--- src/rtl/ex_result_buffer_pkg.sv ---
// Shared constants and types for the execute-stage result buffer.
package ex_result_buffer_pkg;

  localparam int unsigned EX_WORD_WIDTH = 32;
  localparam int unsigned EX_DEF_DEPTH  = 8;

  // Saturating increment against an upper bound.
  function automatic logic [7:0] sat_inc8(input logic [7:0] v, input logic [7:0] lim);
    return (v >= lim) ? lim : 8'(v + 8'd1);
  endfunction

endpackage

--- src/rtl/ex_sync_fifo.sv ---
// Synchronous FIFO with a registered first-word-fall-through head.
module ex_sync_fifo
  import ex_result_buffer_pkg::*;
#(
  parameter int unsigned DATA_WIDTH = EX_WORD_WIDTH,
  parameter int unsigned DEPTH      = EX_DEF_DEPTH
) (
  input  logic                         clk,
  input  logic                         reset,
  input  logic                         push,
  input  logic [DATA_WIDTH-1:0]        wdata,
  input  logic                         pop,
  output logic [DATA_WIDTH-1:0]        rdata,
  output logic                         rvalid,
  output logic [$clog2(DEPTH):0]       count,
  output logic                         full,
  output logic                         empty
);

  localparam int unsigned ADDR_WIDTH = $clog2(DEPTH);
  localparam int unsigned CNT_WIDTH  = ADDR_WIDTH + 1;

  logic [DATA_WIDTH-1:0] mem [DEPTH];
  logic [ADDR_WIDTH-1:0] wr_ptr, rd_ptr, next_rd_ptr;
  logic [CNT_WIDTH-1:0]  next_count;
  logic                  head_bypass;

  assign full  = (count == CNT_WIDTH'(DEPTH));
  assign empty = (count == '0);

  // Next head comes from the word being written when it lands at the next read slot.
  always_comb begin
    next_count  = count + CNT_WIDTH'(push) - CNT_WIDTH'(pop);
    next_rd_ptr = rd_ptr + ADDR_WIDTH'(pop);
    head_bypass = push && (wr_ptr == next_rd_ptr);
  end

  always_ff @(posedge clk) begin
    if (push) mem[wr_ptr] <= wdata;
  end

  always_ff @(posedge clk or negedge reset) begin
    if (!reset) begin
      wr_ptr <= '0;
      rd_ptr <= '0;
      count  <= '0;
      rvalid <= 1'b0;
      rdata  <= '0;
    end else begin
      if (push) wr_ptr <= wr_ptr + ADDR_WIDTH'(1);
      rd_ptr <= next_rd_ptr;
      count  <= next_count;
      rvalid <= (next_count != '0);
      if (next_count != '0) rdata <= head_bypass ? wdata : mem[next_rd_ptr];
    end
  end

endmodule

--- src/rtl/ex_result_buffer.sv ---
// Result FIFO behind the CORDIC execute stage with issue credit, in-flight tracking and sticky errors.
module ex_result_buffer
  import ex_result_buffer_pkg::*;
#(
  parameter int unsigned DATA_WIDTH = EX_WORD_WIDTH,
  parameter int unsigned DEPTH      = EX_DEF_DEPTH,
  parameter int unsigned ADDR_WIDTH = $clog2(DEPTH),
  parameter int unsigned CNT_WIDTH  = ADDR_WIDTH + 1
) (
  input  logic                  clk,
  input  logic                  reset,
  input  logic                  issue_valid,
  output logic                  issue_credit,
  input  logic [DATA_WIDTH-1:0] res_data,
  input  logic                  res_valid,
  output logic [DATA_WIDTH-1:0] m_data,
  output logic                  m_valid,
  input  logic                  m_ready,
  output logic [CNT_WIDTH-1:0]  count,
  output logic [CNT_WIDTH-1:0]  inflight,
  output logic                  overflow,
  output logic                  proto_err,
  input  logic                  clear_err
);

  logic                 pop, push, drop, full, empty;
  logic                 proto_set;
  logic [CNT_WIDTH-1:0] inflight_nxt;
  logic [CNT_WIDTH:0]   occupied;

  assign pop  = m_valid && m_ready;
  assign push = res_valid && (!full || pop);
  assign drop = res_valid && full && !pop;

  // Credit counts stored plus outstanding words; a same-cycle pop is deliberately ignored.
  assign occupied     = (CNT_WIDTH+1)'(count) + (CNT_WIDTH+1)'(inflight);
  assign issue_credit = (occupied < (CNT_WIDTH+1)'(DEPTH));

  always_comb begin
    inflight_nxt = inflight;
    proto_set    = (res_valid && (inflight == '0)) || (issue_valid && !issue_credit);
    if (issue_valid && !res_valid) begin
      if (inflight != CNT_WIDTH'(DEPTH)) inflight_nxt = inflight + CNT_WIDTH'(1);
    end else if (res_valid && !issue_valid) begin
      if (inflight != '0) inflight_nxt = inflight - CNT_WIDTH'(1);
    end
  end

  always_ff @(posedge clk or negedge reset) begin
    if (!reset) begin
      inflight  <= '0;
      overflow  <= 1'b0;
      proto_err <= 1'b0;
    end else begin
      inflight <= inflight_nxt;
      if (drop)           overflow <= 1'b1;
      else if (clear_err) overflow <= 1'b0;
      if (proto_set)      proto_err <= 1'b1;
      else if (clear_err) proto_err <= 1'b0;
    end
  end

  ex_sync_fifo #(
    .DATA_WIDTH (DATA_WIDTH),
    .DEPTH      (DEPTH)
  ) u_fifo (
    .clk    (clk),
    .reset  (reset),
    .push   (push),
    .wdata  (res_data),
    .pop    (pop),
    .rdata  (m_data),
    .rvalid (m_valid),
    .count  (count),
    .full   (full),
    .empty  (empty)
  );

endmodule

--- config.mk ---
export PLATFORM = sky130hd
export DESIGN_NAME = ex_result_buffer
export DESIGN_NICKNAME = d
export VERILOG_FILES = /design/src/rtl/ex_result_buffer_pkg.sv /design/src/rtl/ex_sync_fifo.sv /design/src/rtl/ex_result_buffer.sv
export SDC_FILE = /design/constraint.sdc
export NUM_CORES = 1
export LEC_CHECK = 0
export CAP_MARGIN = 40
export CORE_ASPECT_RATIO = 1.5
export CORE_MARGIN = 2
export CORE_UTILIZATION = 59
export DETAILED_ROUTE_END_ITERATION = 10
export GPL_ROUTABILITY_DRIVEN = 0
export PLACE_DENSITY = 0.79
export SLEW_MARGIN = 10
export SYNTH_ARGS = -nofsm -noshare
export SYNTH_HDL_FRONTEND = slang
export SYNTH_SLANG_ARGS = --single-unit
--- constraint.sdc ---
create_clock -name clk -period 5.1 [get_ports clk]
set_input_delay 0.765 -clock clk [delete_from_list [all_inputs] [get_ports clk]]
set_output_delay 0.765 -clock clk [all_outputs]
set_load 0.01 [all_outputs]
Yosys cells after proc, flatten, opt, wreduce, memory -nomap -nowiden
Memory sizes are Yosys's and may differ from the RTL's. A register that Yosys moved wholly into a read port is not among the register bits.
Cells that the tools add are included.
{ "word_totals": {"mem_count": 1, "out_inout_bits": 44, "ramBits": 256, "input_bits": 38, "regBits": 17} }
{ "memory_table": {"columns": ["name", "words", "word_bits", "rd", "rd_clocked_by_memory_dff", "write_ports", "line", "text"], "rows": [
  ["u_fifo.mem", 8, 32, 1, 1, 1, "ex_sync_fifo.sv:23", "logic [DATA_WIDTH-1:0] mem [DEPTH];"]
]} }
{ "classes": {"eq_ne": 3, "n_lt_le_gt_ge": 1, "n_mux": 9, "addsub": 7, "reduce_logical": 24} }
{ "op_table": {"columns": ["cell", "n"], "rows": [
  ["2-to-1 mux 4 bit", 4],
  ["logical AND 1 bit", 8],
  ["nonzero test 2 bit", 4],
  ["nonzero test 4 bit", 2],
  ["zero test 1 bit", 6],
  ["adder 4 x 4 -> 5 bit", 1],
  ["< comparator 5 x 4 -> 1 bit (second input constant)", 1],
  ["2-to-1 mux 1 bit", 5],
  ["adder 4 x 1 -> 4 bit", 1],
  ["adder 4 x 1 -> 4 bit (second input constant)", 1],
  ["== test 4 bit (second input constant)", 1],
  ["zero test 4 bit", 1],
  ["!= test 4 bit (second input constant)", 1],
  ["subtractor 4 x 1 -> 4 bit", 1],
  ["subtractor 4 x 1 -> 4 bit (second input constant)", 1],
  ["adder 3 x 1 -> 3 bit", 1],
  ["adder 3 x 1 -> 3 bit (second input constant)", 1],
  ["AND reduction 3 bit", 1],
  ["logical OR 1 bit", 2],
  ["!= test 2 x 1 -> 1 bit (second input constant)", 1]
]} }

Logic depth before layout (Yosys ltp)
{ "depth": {"word_depth": 7, "mapped_depth": 15, "ltp_nobuf": 13} }

Modules after synthesis
From an unflattened synthesis, not the netlist that was laid out.
{ "unflattened": {"hier_cells": 752, "area_unflattened_um2": 12463.2} }
{ "by_module_without_submodules": {"columns": ["mod", "n_inst", "seq_area_each_um2", "area_each_um2", "cells_per_inst"], "rows": [
  ["ex_sync_fifo", 1, 8763.4, 12022.8, 710],
  ["ex_result_buffer", 1, 150.1, 440.4, 42]
]} }

Worst setup path after synthesis
No wires, ideal clock.
{ "synth_timing": {"path_kind": "input-to-reg", "from": "input m_ready", "to": "memory u_fifo.mem[4][0] (netlist name) (enable)", "path_buffers": 0, "t_required_ps": 4587, "slack_ps": 45, "arrival_ps": 4542, "stages": 4, "path_cell_list": "nand2_1 nand3_1 nand2_1 nor4b_1"} }
{ "synth_via": {"elab_chain_cells": 5} }
{ "synth_lines": {"columns": ["element", "line", "text"], "rows": [
  ["from (decl)", "ex_result_buffer.sv:18", "input logic m_ready,"],
  ["logical AND 1 bit", "ex_result_buffer.sv:31", "assign pop = m_valid && m_ready;"],
  ["logical OR 1 bit", "ex_result_buffer.sv:32", "assign push = res_valid && (!full || pop);"],
  ["logical AND 1 bit", "ex_result_buffer.sv:32", null],
  ["2-to-1 mux 1 bit", "ex_sync_fifo.sv:39", "if (push) mem[wr_ptr] <= wdata;"],
  ["2-to-1 mux 1 bit (not written as such)", "ex_sync_fifo.sv:39", null],
  ["to (decl)", "ex_sync_fifo.sv:23", null]
]} }
No other way between the ends.

Final worst setup path
{ "layout_timing": {"from": "input m_ready", "to": "register u_fifo.rdata[5] (read register of u_fifo.mem)"} }
{ "layout_via": {"elab_chain_cells": 6, "elab_cells_between_ends": 7} }
{ "layout_lines": {"columns": ["element", "line", "text"], "rows": [
  ["logical AND 1 bit", "ex_result_buffer.sv:31", null],
  ["logical OR 1 bit", "ex_result_buffer.sv:32", null],
  ["logical AND 1 bit", "ex_result_buffer.sv:32", null],
  ["net push", "ex_result_buffer.sv:26", "logic pop, push, drop, full, empty;"],
  ["adder 4 x 1 -> 4 bit", "ex_sync_fifo.sv:33", "next_count = count + CNT_WIDTH'(push) - CNT_WIDTH'(pop);"],
  ["subtractor 4 x 1 -> 4 bit", "ex_sync_fifo.sv:33", null],
  ["nonzero test 4 bit", "ex_sync_fifo.sv:54", "if (next_count != '0) rdata <= head_bypass ? wdata : mem[next_rd_ptr];"],
  ["to (decl)", "ex_sync_fifo.sv:13", "output logic [DATA_WIDTH-1:0] rdata,"]
]} }
The timed path passes the listed nets, and every way through them passes these cells.
A chain may end at the register's enable or synchronous reset.

==> metrics.md <==
| Metric | Value |
|---|---|
| RSZ-0062 raised after global routing | `no` |
| Post-CTS setup buffer count | `0` |
| F_max | `between 200 and 250 MHz` |
| Final setup viols | `0` |
| RR Startpoint | `u_fifo.rvalid$_DFF_PN0_` |
| Remaining Overflow, GRT | `0` |
| YS warnings | `0` |
| Setup slack, reg-to-reg | `roughly 1.1 ns` |
| Lkg Pwr | `between 5 and 6 nW` |
| Layout cells sized above 1 | `0.230` |
| Antenna viol nets, final | `0` |
| Ant diodes | `0` |
| Largest net degree at the start of global routing | `56` |
| Slew HR | `0.516` |
| Dpl hpwl | `roughly 15000 um` |
| Rows | `64` |
| Vias | `between 6000 and 7000` |
| Drt wl/cell | `about 25 um` |
| Initial antenna violation count | `0` |
| DRT iter0 DRCs | `507` |
| Cell variety after synth | `around 40` |
| Clock transition at path regs | `about 0.070 ns` |
| Worst setup SP type | `primary input` |
| Layout Nets | `between 700 and 800` |
| Hold-fix buffers, CTS | `0` |
| IO buf count | `between 80 and 90` |
| Clk_skew | `0.0247 ns` |
| Worst hold path class | `in -> async` |
| Most common cell after layout, fill and taps aside | `edfxtp_1` |
| Slew Limit Fails | `0` |
| #FFs+latches synth | `305` |
| R2r endpoint | `u_fifo.rdata[5]$_DFFE_PN0P_` |
| Syn-to-layout area delta | `18.0%` |
| Tightest Pin Transition | `around 0.73 ns` |
| VDD IR max | `0.000492 V` |
| CTS Sinks | `305` |
| Crit path kind | `in -> reg` |
| Register area share after synthesis | `0.725` |
| Worst Path Max Fanout | `18` |
| Clock Latency Late Sink | `around 0.54 ns` |
| CTS Buf Count | `28` |
| DIE HEIGHT | `181 um` |
| Cts repair resizes | `0` |
| CORE AREA | `20400 um^2` |
| Initial Util | `0.602` |
| Crit path time final | `4.34 ns` |
| I/O pins | `82` |
| Drt total wl | `between 20000 and 30000 um` |
| Vias in the first global route | `6916` |
| DR pass1 iterations | `5` |
| Final Non-Filler Cells | `slightly above 1000` |
| Residual DRC | `0` |
| Post-Syn Nets | `between 600 and 700` |
| Status | `finished clean` |
| Fin crit share | `0.851` |
| Final Core Density | `0.711` |
| Via/cell ratio | `between 6 and 7` |
| Global-route usage over all layers | `0.239` |
| First-pass GRT wire length | `39300 um` |
| R2R cell count | `13` |
| CTS tree | `done` |
| Hold slack final | `around 0.36 ns` |
| CP Capture Type | `flop` |
| Critical path required time | `~5.5 ns` |
| WP data arrival | `4.76 ns` |
| Clk buf depth | `3` |
| Highest-count cells in the layout ignoring fill and taps | `edfxtp_1, clkdlybuf4s50_1, mux4_2` |
| Syn_area_per_cell | `roughly 20 um^2` |
| Cells after Synth | `616` |
| Area of the die | `around 22000 um^2` |
| Root Driver | `clkbuf_16` |
| Post-Syn Area | `roughly 12000 um^2` |
| H-tree levels | `1` |
| Die width | `about 120 um` |
| Placed insts | `~960` |
| Pwr Density | `~650 nW/um^2` |
| Final Hold Vio Count | `0` |
| TNS Setup | `0 ns` |
| Max_cap viols | `0` |
cell usage after synthesis (all sizes together):
library cell | number | area [um^2]
nand4 | 1 | 6.26
nor2 | 36 | 138
a21oi | 5 | 25.0
or2 | 1 | 6.26
or3b | 1 | 8.76
a21o | 2 | 15.0
ha | 12 | 150
nand2 | 14 | 52.6
a2111oi | 2 | 36.3
nor4 | 2 | 12.5
o22ai | 1 | 6.26
nand3b | 2 | 15.0
edfxtp | 256 | 7690
clkbuf | 10 | 37.5
nor4b | 2 | 17.5
a31o | 1 | 8.76
xnor2 | 9 | 78.8
a211oi | 2 | 20.0
mux2i | 32 | 320
inv | 43 | 161
o221ai | 1 | 8.76
nor3 | 4 | 20.0
fa | 2 | 40.0
mux4 | 64 | 1480
nand3 | 2 | 10.0
xor3 | 1 | 23.8
and2 | 1 | 6.26
dfrtp | 49 | 1230
nor3b | 2 | 15.0
a221oi | 31 | 453
buf | 20 | 166
and3 | 1 | 6.26
xor2 | 4 | 42.6
per-stage QoR:
step	cell area [um^2]	power, mW	setup WS (ns)
floorplan	12300	6.22	0.0450
global route	14500	9.91	0.583
finish	14500	9.50	0.761
detailed placement	13600	7.44	0.262
CTS	14500	9.57	0.777
global placement	13500	7.19	0.456
worst max path at each step:
stage	end	from	slack, ns
global placement	u_fifo.rdata[20]$_DFFE_PN0P_	m_ready	0.46
CTS	u_fifo.rdata[5]$_DFFE_PN0P_	m_ready	0.78
floorplan	u_fifo.mem[4][0]$_DFFE_PP_	m_ready	0.04
global route	u_fifo.rdata[5]$_DFFE_PN0P_	m_ready	0.58
detailed placement	u_fifo.rdata[28]$_DFFE_PN0P_	m_ready	0.26
finish	u_fifo.rdata[5]$_DFFE_PN0P_	m_ready	0.76
worst max-delay path, stage by stage:
cell,delay [ns]
clkdlybuf4s50_1,0.49
nand2_1,0.19
nand3_1,0.17
nand2_1,0.19
inv_1,0.22
ha_1,0.22
inv_1,0.07
fa_1,0.54
or3b_1,0.39
a2111oi_4,0.43
nor2_2,0.07
and2_2,0.42
buf_4,0.30
a221oi_2,0.27
logic make-up (layout without fill, tap and decap cells):
family / count (synthesis) / after routing / synth area share
flip-flops: 305 / 305 / 0.725
AO/OA/AOI/OAI: 45 / 45 / 0.0466
buffers and inverters: 73 / 204 / 0.0297
multiplexers: 96 / 96 / 0.146
adder cells (fa/ha/maj): 14 / 14 / 0.0155
AND/OR/NAND/NOR: 69 / 69 / 0.0255
XOR/XNOR: 14 / 14 / 0.0118
report_power, final:
part           switching, mW  internal [mW]  leakage, nW
Sequential             0.288           3.25         2.89
Combinational           1.96           1.90         1.78
Clock                  0.872           1.22        0.455
Total                   3.12           6.38         5.13
cell type report:
cell class,count,area (um^2)
inverter,43,161
tap,264,330
fill,1228,5910
multi-input combinational,238,3110
clock inverter,14,148
clock buffer,38,779
timing repair buffer,109,1070
sequential,305,8910
sequential cells by signal, indices dropped and copies added, names as in the netlist:
register       count
u_fifo.count       4
u_fifo.rdata      32
proto_err          1
inflight           4
u_fifo.wr_ptr      3
overflow           1
u_fifo.mem       256
u_fifo.rvalid      1
u_fifo.rd_ptr      3
routing by layer:
layer / vias to the layer above / track usage / routed length, um
met4: 0 / 0.0745 / 694
met5: - / 0 / 0
met3: 62 / 0.0316 / 1440
met2: 249 / 0.427 / 13900
li1: 2680 / - / -
met1: 3288 / 0.304 / 9630
(Power assumes the default switching activity.)
